[config.mk]
export PLATFORM = sky130hd
export DESIGN_NAME = arcade_input_mapper
export DESIGN_NICKNAME = d
export VERILOG_FILES = /design/src/rtl/arcade_input_mapper.sv
export SDC_FILE = /design/constraint.sdc
export NUM_CORES = 1
export LEC_CHECK = 0
export BUFFER_PORTS_ARGS = -buffer_cell sky130_fd_sc_hd__buf_4
export CAP_MARGIN = 15
export CORE_UTILIZATION = 55
export DETAILED_ROUTE_END_ITERATION = 6
export GPL_ROUTABILITY_DRIVEN = 1
export HOLD_SLACK_MARGIN = 0.08
export PLACE_DENSITY = 0.8
export REMOVE_ABC_BUFFERS = 1
export SLEW_MARGIN = 20
export SYNTH_ARGS = -nofsm -noshare
export SYNTH_HDL_FRONTEND = slang
export SYNTH_SLANG_ARGS = --single-unit
[constraint.sdc]
create_clock -name clk_sys -period 3 [get_ports clk_sys]
set_input_delay 0.15 -clock clk_sys [delete_from_list [all_inputs] [get_ports clk_sys]]
set_output_delay 0.15 -clock clk_sys [all_outputs]
set_load 0.02 [all_outputs]
[src/rtl/arcade_input_mapper.sv]
// rtl/arcade_input_mapper.sv - PS/2 + joystick to player controls, coin shaper, optional autofire (INPUT_AUTOFIRE_EN)
module arcade_input_mapper #(
    parameter int COIN_PULSE   = 120000,
    parameter int COIN_GAP     = 1200000,
    parameter int AUTOFIRE_DIV = 300000
) (
    input  logic        clk_sys,
    input  logic        reset_n,
    input  logic [10:0] ps2_key,
    input  logic [15:0] joystick_0,
    input  logic [15:0] joystick_1,
    input  logic        autofire,
    output logic [4:0]  p1_ctl,
    output logic [4:0]  p2_ctl,
    output logic        start1,
    output logic        start2,
    output logic        coin
);

    localparam int K_UP = 0, K_DOWN = 1, K_LEFT = 2, K_RIGHT = 3, K_SPACE = 4, K_CTRL = 5;
    localparam int K_F1 = 6, K_ONE = 7, K_F2 = 8, K_TWO = 9, K_FIVE = 10, K_SIX = 11;
    localparam int K_R = 12, K_F = 13, K_D = 14, K_G = 15, K_A = 16, NKEYS = 17;

    localparam logic [23:0] PULSE_M1 = 24'(COIN_PULSE - 1);
    localparam logic [23:0] GAP_M1   = 24'(COIN_GAP - 1);

    typedef enum logic [1:0] {S_IDLE, S_PULSE, S_GAP, S_HOLD} coin_state_t;

    logic              old_tgl_q;
    logic [NKEYS-1:0]  key_q, key_d;
    logic [4:0]        p1_q, p1_d, p2_q, p2_d;
    logic              start1_q, start1_d, start2_q, start2_d, coin_q, coin_d;
    coin_state_t       state_q, state_d;
    logic [23:0]       cnt_q, cnt_d;
    logic [4:0]        p1_raw, p2_raw;
    logic              coin_req, fire1, fire2;
    logic              unused_bits;

    // Key latches: on a toggle event the addressed key takes the pressed flag
    always_comb begin
        key_d = key_q;
        if (ps2_key[10] != old_tgl_q) begin
            case (ps2_key[7:0])
                8'h75: key_d[K_UP]    = ps2_key[9];
                8'h72: key_d[K_DOWN]  = ps2_key[9];
                8'h6B: key_d[K_LEFT]  = ps2_key[9];
                8'h74: key_d[K_RIGHT] = ps2_key[9];
                8'h14: key_d[K_CTRL]  = ps2_key[9];
                8'h29: if (!ps2_key[8]) key_d[K_SPACE] = ps2_key[9];
                8'h05: if (!ps2_key[8]) key_d[K_F1]    = ps2_key[9];
                8'h16: if (!ps2_key[8]) key_d[K_ONE]   = ps2_key[9];
                8'h06: if (!ps2_key[8]) key_d[K_F2]    = ps2_key[9];
                8'h1E: if (!ps2_key[8]) key_d[K_TWO]   = ps2_key[9];
                8'h2E: if (!ps2_key[8]) key_d[K_FIVE]  = ps2_key[9];
                8'h36: if (!ps2_key[8]) key_d[K_SIX]   = ps2_key[9];
                8'h2D: if (!ps2_key[8]) key_d[K_R]     = ps2_key[9];
                8'h2B: if (!ps2_key[8]) key_d[K_F]     = ps2_key[9];
                8'h23: if (!ps2_key[8]) key_d[K_D]     = ps2_key[9];
                8'h34: if (!ps2_key[8]) key_d[K_G]     = ps2_key[9];
                8'h1C: if (!ps2_key[8]) key_d[K_A]     = ps2_key[9];
                default: ;
            endcase
        end
    end

    // Merge keys with joystick words; uses next-state latches so outputs lag inputs by one cycle
    always_comb begin
        p1_raw   = {key_d[K_SPACE] | key_d[K_CTRL], key_d[K_UP], key_d[K_DOWN],
                    key_d[K_LEFT], key_d[K_RIGHT]} | joystick_0[4:0];
        p2_raw   = {key_d[K_A], key_d[K_R], key_d[K_F], key_d[K_D], key_d[K_G]} | joystick_1[4:0];
        start1_d = key_d[K_F1] | key_d[K_ONE] | joystick_0[5];
        start2_d = key_d[K_F2] | key_d[K_TWO] | joystick_0[6] | joystick_1[5];
        coin_req = key_d[K_FIVE] | key_d[K_SIX] | joystick_0[7] | joystick_1[7];
    end

`ifdef INPUT_AUTOFIRE_EN
    localparam logic [31:0] AF_M1 = 32'(AUTOFIRE_DIV - 1);
    logic [1:0]  held, prev_q, ph_q, ph_d;
    logic [31:0] div_q [2];
    logic [31:0] div_d [2];

    // Per-player fire phase; a fresh press restarts the phase high so the first shot is immediate
    always_comb begin
        held = {p2_raw[4], p1_raw[4]};
        for (int p = 0; p < 2; p++) begin
            ph_d[p]  = ph_q[p];
            div_d[p] = div_q[p];
            if (held[p] && !prev_q[p]) begin
                ph_d[p]  = 1'b1;
                div_d[p] = '0;
            end else if (div_q[p] == AF_M1) begin
                ph_d[p]  = ~ph_q[p];
                div_d[p] = '0;
            end else begin
                div_d[p] = div_q[p] + 32'd1;
            end
        end
        fire1 = autofire ? (held[0] & ph_d[0]) : held[0];
        fire2 = autofire ? (held[1] & ph_d[1]) : held[1];
    end

    // Autofire divider and phase registers
    always_ff @(posedge clk_sys) begin
        if (!reset_n) begin
            prev_q <= '0;
            ph_q   <= '0;
            div_q  <= '{default: '0};
        end else begin
            prev_q <= held;
            ph_q   <= ph_d;
            div_q  <= div_d;
        end
    end

    assign unused_bits = ^{joystick_0[15:8], joystick_1[15:8], joystick_1[6]};
`else
    assign fire1       = p1_raw[4];
    assign fire2       = p2_raw[4];
    assign unused_bits = ^{joystick_0[15:8], joystick_1[15:8], joystick_1[6], autofire};
`endif

    assign p1_d = {fire1, p1_raw[3:0]};
    assign p2_d = {fire2, p2_raw[3:0]};

    // Coin shaper: one fixed pulse per request, then a mandatory gap, then wait for release
    always_comb begin
        state_d = state_q;
        cnt_d   = cnt_q;
        case (state_q)
            S_IDLE: if (coin_req) begin
                state_d = S_PULSE;
                cnt_d   = PULSE_M1;
            end
            S_PULSE: if (cnt_q == '0) begin
                state_d = S_GAP;
                cnt_d   = GAP_M1;
            end else begin
                cnt_d = cnt_q - 24'd1;
            end
            S_GAP: if (cnt_q == '0) begin
                state_d = coin_req ? S_HOLD : S_IDLE;
            end else begin
                cnt_d = cnt_q - 24'd1;
            end
            S_HOLD: if (!coin_req) state_d = S_IDLE;
            default: state_d = S_IDLE;
        endcase
        coin_d = (state_d == S_PULSE);
    end

    // State, latch and output registers; toggle tracker follows ps2_key even in reset
    always_ff @(posedge clk_sys) begin
        old_tgl_q <= ps2_key[10];
        if (!reset_n) begin
            key_q    <= '0;
            p1_q     <= '0;
            p2_q     <= '0;
            start1_q <= 1'b0;
            start2_q <= 1'b0;
            coin_q   <= 1'b0;
            state_q  <= S_IDLE;
            cnt_q    <= '0;
        end else begin
            key_q    <= key_d;
            p1_q     <= p1_d;
            p2_q     <= p2_d;
            start1_q <= start1_d;
            start2_q <= start2_d;
            coin_q   <= coin_d;
            state_q  <= state_d;
            cnt_q    <= cnt_d;
        end
    end

    assign p1_ctl = p1_q;
    assign p2_ctl = p2_q;
    assign start1 = start1_q;
    assign start2 = start2_q;
    assign coin   = coin_q;

endmodule

# Yosys cells after proc, flatten, opt, wreduce, memory -nomap -nowiden
# Cells that the tools add are included.
op_classes:
  n_addsub: 1
  eq_ne: 24
  n_mux: 40
  bitwise_logic: 11
  reduce_logical: 4
op_table:
  columns: ["operator", "count"]
  rows:
  - ["$mux 24", 3]
  - ["$pmux 24 s3", 1]
  - ["$eq 8x6->1 const B", 7]
  - ["$eq 8x5->1 const B", 4]
  - ["$eq 8x7->1 const B", 4]
  - ["$mux 1", 29]
  - ["$logic_not 24->1", 1]
  - ["$sub 24x1->24 const B", 1]
  - ["$mux 17", 1]
  - ["$eq 8x3->1 const B", 2]
  - ["$mux 2", 5]
  - ["$or 5x5->5", 2]
  - ["$or 1x1->1", 9]
  - ["$pmux 2 s4", 1]
  - ["$eq 2x1->1 const B", 2]
  - ["$eq 2x2->1 const B", 2]
  - ["$ne 2x2->1 const B", 2]
  - ["$reduce_and 3->1", 1]
  - ["$reduce_bool 3->1", 1]
  - ["$logic_not 2->1", 1]
  - ["$ne 1x1->1", 1]
word_totals:
  register_bits: 57
  in_bits: 46
  out_inout_bits: 13

# Longest topological paths before layout
depth:
  depth_word: 10
  mapped_depth: 9

# Worst setup path before layout
# OpenSTA, ideal clock, no wires.
synth_path:
  path_kind: "reg2reg"
  startpoint: "register cnt_q[0]"
  endpoint: "register cnt_q[8]"
  setup_time_ns: 0.116
  t_arrival_ns: 2.251
  t_required_ns: 2.884
  setup_slack_ns: 0.634
  stages_incl_launch_ff: 9
  path_buffers: 1
  period_less_slack_ns: 2.366
  cell_sequence: "dfxtp_1 > inv_1 > ha_1 > or3b_2 > nor4_4 > a31oi_1 > o31a_1 > buf_2 > a31o_1"
synth_between:
  elab_chain_len: 3
  elab_cells_between_ends: 7
synth_rtl:
  columns: ["item", "line_no", "rtl"]
  rows:
  - ["start, declared", "34", "logic [23:0] cnt_q, cnt_d;"]
  - ["start signal, assigned", "171", "cnt_q <= cnt_d;"]
  - ["$sub 24x1->24 or $logic_not 24->1 (tied branches)", null, null]
  - ["$mux 24, or another cell as far along", "140", "S_GAP: if (cnt_q == '0) begin"]
  - ["$pmux 24 s3 or $reduce_and 3->1 (tied branches)", null, null]
# Several ways; a longest one is shown, not always the timed one. The select of a mux whose other input is x is not followed.
# A chain may end at the register's enable or synchronous reset.

# Worst setup path in the final report
layout_path:
  startpoint: "register cnt_q[0]"
  endpoint: "register cnt_q[18]"
# The elaborated chain is that of the path after synthesis.

==> metrics.md <==
| Metric | Value |
|---|---|
| Status | `completed` |
| MaxCap Viol Count | `0` |
| Crit Path Class | `register to register` |
| CTS max path bufs | `2` |
| RSZ-0062 raised after global routing | `false` |
| Yosys reg bits | `57` |
| Routed WL per cell | `15.2 um` |
| Crit end category | `register` |
| Critical Path Sink | `cnt_q[18]` |
| DRC | `0` |
| Post-synth cell types | `56` |
| Die ar. | `0.00580 mm^2` |
| Period minus WS final | `around 2.8 ns` |
| Height of the die | `around 76 um` |
| Vias per inst | `approximately 6` |
| Hold Crit Depth | `3` |
| Final HPWL DP | `5150 um` |
| Mapped cell area | `around 0.0030 mm^2` |
| Clk sinks | `57` |
| Slew @ Worst Pin | `just over 1 ns` |
| Sum Neg Setup Slack | `0 ns` |
| Clock Pin Slew Worst Setup and Hold Paths | `0.07 ns` |
| Post-synth top area cell | `dfxtp_1` |
| Core area | `around 0.0052 mm^2` |
| Largest net degree at the start of global routing | `31` |
| Setup Viol. Count Final | `0` |
| Synth warnings | `0` |
| Synth Flop Type | `dfxtp_1` |
| Vias in the first global route | `approximately 2800` |
| CP arrival | `3.06 ns` |
| Global route total overflow | `0` |
| Synth Instances | `370` |
| DR iter-0 viols | `approximately 270` |
| Largest fanout on the critical path | `14` |
| Final Max Tran Viols | `0` |
| H-Tree Depth | `3` |
| Max-slew headroom | `a little over 30%` |
| Top cells by area, synth | `dfxtp_1, nor2_1, mux2i_1, a21oi_1, nor3_1` |
| P_int | `~1400 uW` |
| FFs w/ async S/R, synth | `0%` |
| IO Port Bufs | `40` |
| Die Wd | `76.1 um` |
| # rows | `26` |
| Layout area overhead | `24.6%` |
| Final ANT Viol Nets | `0` |
| CTS tree | `done` |
| Worst R2R End | `cnt_q[18]` |
| Post-synth EDFFs | `0` |
| Comb pwr share | `between 10% and 20%` |
| Filler instances | `just under 400` |
| Final net count | `478` |
| CP max stage cell | `o31a_1` |
| Num CTS Buffers | `9` |
| Maximum VDD drop | `slightly above 0.4 mV` |
| Global-route wire length before repair | `12800 um` |
| F_max | `around 350 MHz` |
| Number of diodes | `0` |
| CP startpoint kind | `register` |
| Power per Cell Area | `about 520 mW/mm^2` |
| Clock root buffer master | `clkbuf_8` |
| Final Hold Fails | `0` |
| Critical path cell sequence | `inv_1, ha_1, or3b_2, nor4_4, a31oi_1, o31a_1, o21ai_0, a32o_1` |
| Sequential power share | `a little over two fifths` |
| Setup bufs post-CTS | `0` |
| Via count | `3004` |
| Critical Path Start | `cnt_q[0]` |
| Initial antenna violation count | `0` |
| Post-synthesis sequential area ratio | `37.7%` |
| Switch share | `between 20 and 30%` |
| Fin area | `between 0.003 and 0.004 mm^2` |
| Worst hold path type | `input pin to register` |
| Net Sw Power | `roughly 560 uW` |
| Initial Util | `around three fifths` |
| Most numerous cell in the Yosys netlist | `dfxtp_1` |
| Clock power frac | `a little over two fifths` |
| Period utilization | `about 94%` |
| Crit-path max cell delay | `about 0.61 ns` |
| Layout cells sized above 1 | `18.4%` |
| Worst r2r path cells | `8` |
| Clock latency on the worst-skew pair | `approximately 0.34 ns` |
| Syn_area_per_cell | `8.17 um^2` |
| Skew final | `slightly below 0.007 ns` |
| GRT Overall Usage | `between 20% and 30%` |
| Routed wire length | `~7600 um` |
| First-pass iteration count of the detailed router | `5` |
| Post-DP Area | `about 0.0034 mm^2` |
| Commonest cells post-synth | `dfxtp_1, nor2_1, a21oi_1` |
| Leakage | `~0.0015 uW` |
| Post-synth top area share | `around 38%` |
| Final GP Congestion | `a little under 0.9` |
| Number of top-level pins | `59` |
| FF-to-FF Start | `cnt_q[0]` |
| Req. time, crit path | `3.24 ns` |
| Reg2Reg Setup Slack | `approximately 0.18 ns` |
[what timing repair did]
item                                    in CTS  in global routing
endpoints found under the setup margin       0                  3
hold buffers                                12                  0
gates resized for setup                      0                  0
endpoints found under the hold margin       12                  0
[registers in the layout (all words and copies together), names as in the netlist]
name       flops
start2         1
coin           1
key_q         17
p1_ctl         5
p2_ctl         5
start1         1
state_q        2
cnt_q         24
old_tgl_q      1
[routing by layer]
metal,share of wire (%),wire length (um),track usage [%]
met5,0,0,0
met4,2.0,153,12.1
met3,5.7,432,4.19
met2,45,3390,42.0
met1,48,3640,37.6
[kinds of logic after synthesis]
family | share of synthesized area, %
AND/OR/NAND/NOR | 27.9
AO/OA/AOI/OAI | 21.8
flip-flops | 37.7
buffers and inverters | 4.10
multiplexers | 4.97
adder cells (fa/ha/maj) | 2.90
XOR/XNOR | 0.580
[how the worst min path moves through the flow]
stage	from	end
final	joystick_1[5]	start2
after global routing	joystick_1[5]	start2
after CTS	joystick_1[5]	start2
after detailed placement	ps2_key[10]	old_tgl_q
after global placement	ps2_key[10]	old_tgl_q
after floorplan	ps2_key[10]	old_tgl_q
[cell usage in the layout (no fill, tap or decap), types with 5 or more instances in the layout]
master / synthesis / final
a21o_1: 8 / 8
nand2b_1: 5 / 5
a21oi_1: 24 / 24
clkbuf_8: 0 / 9
dfxtp_1: 57 / 57
nor3_1: 20 / 20
dlygate4sd3_1: 0 / 12
mux2i_1: 15 / 15
inv_1: 14 / 14
o21ai_0: 16 / 16
nand4_1: 7 / 7
nand2_1: 20 / 20
nor4_1: 11 / 11
o21ai_1: 15 / 15
nand3_1: 10 / 10
or4_1: 6 / 6
buf_4: 0 / 49
a31oi_1: 7 / 7
ha_1: 7 / 7
nor2_1: 48 / 48
[critical path, delay by kind of cell (launching register included)]
kind / cells / cell delay, ns
AOI/OAI and AO/OA: 4 / 1.66
and+or+nand+nor: 2 / 0.35
buffers and inverters: 1 / 0.08
adders and majority gates: 1 / 0.23
DFF: 1 / 0.39
[power groups by stage]
stage	Sequential, uW	Clock (uW)	Combinational, uW
6_report	815	816	328
5_1_grt	819	858	360
4_1_cts	814	826	320
3_3_place_gp	830	0	300
3_5_place_dp	831	0	307
2_1_floorplan	839	0	177
[layout make-up]
type,instances,area (um^2),share of cell area (%)
clock buffer,9,124,3.29
sequential,57,1140,30.3
multi-input combinational,282,1770,47.0
tap,70,87.6,2.33
clock inverter,7,103,2.72
timing repair buffer,61,488,13.0
inverter,14,52.6,1.40
[through the flow]
| stage | cells | setup slack (ns) | hold WS [ns] | util (%) | total power (uW) |
|---|---|---|---|---|---|
| 2_1_floorplan | 352 | 0.570 | 0.178 | - | 1020 |
| 3_3_place_gp | 471 | 0.227 | 0.284 | 65.5 | 1130 |
| 3_5_place_dp | 471 | 0.154 | 0.295 | 65.5 | 1140 |
| 4_1_cts | 499 | 0.142 | 0.0859 | 72.1 | 1960 |
| 5_1_grt | 500 | 0.0770 | 0.0894 | 72.4 | 2040 |
| 6_report | 500 | 0.178 | 0.0875 | 72.4 | 1960 |
Power figures use the tool's default switching activity.
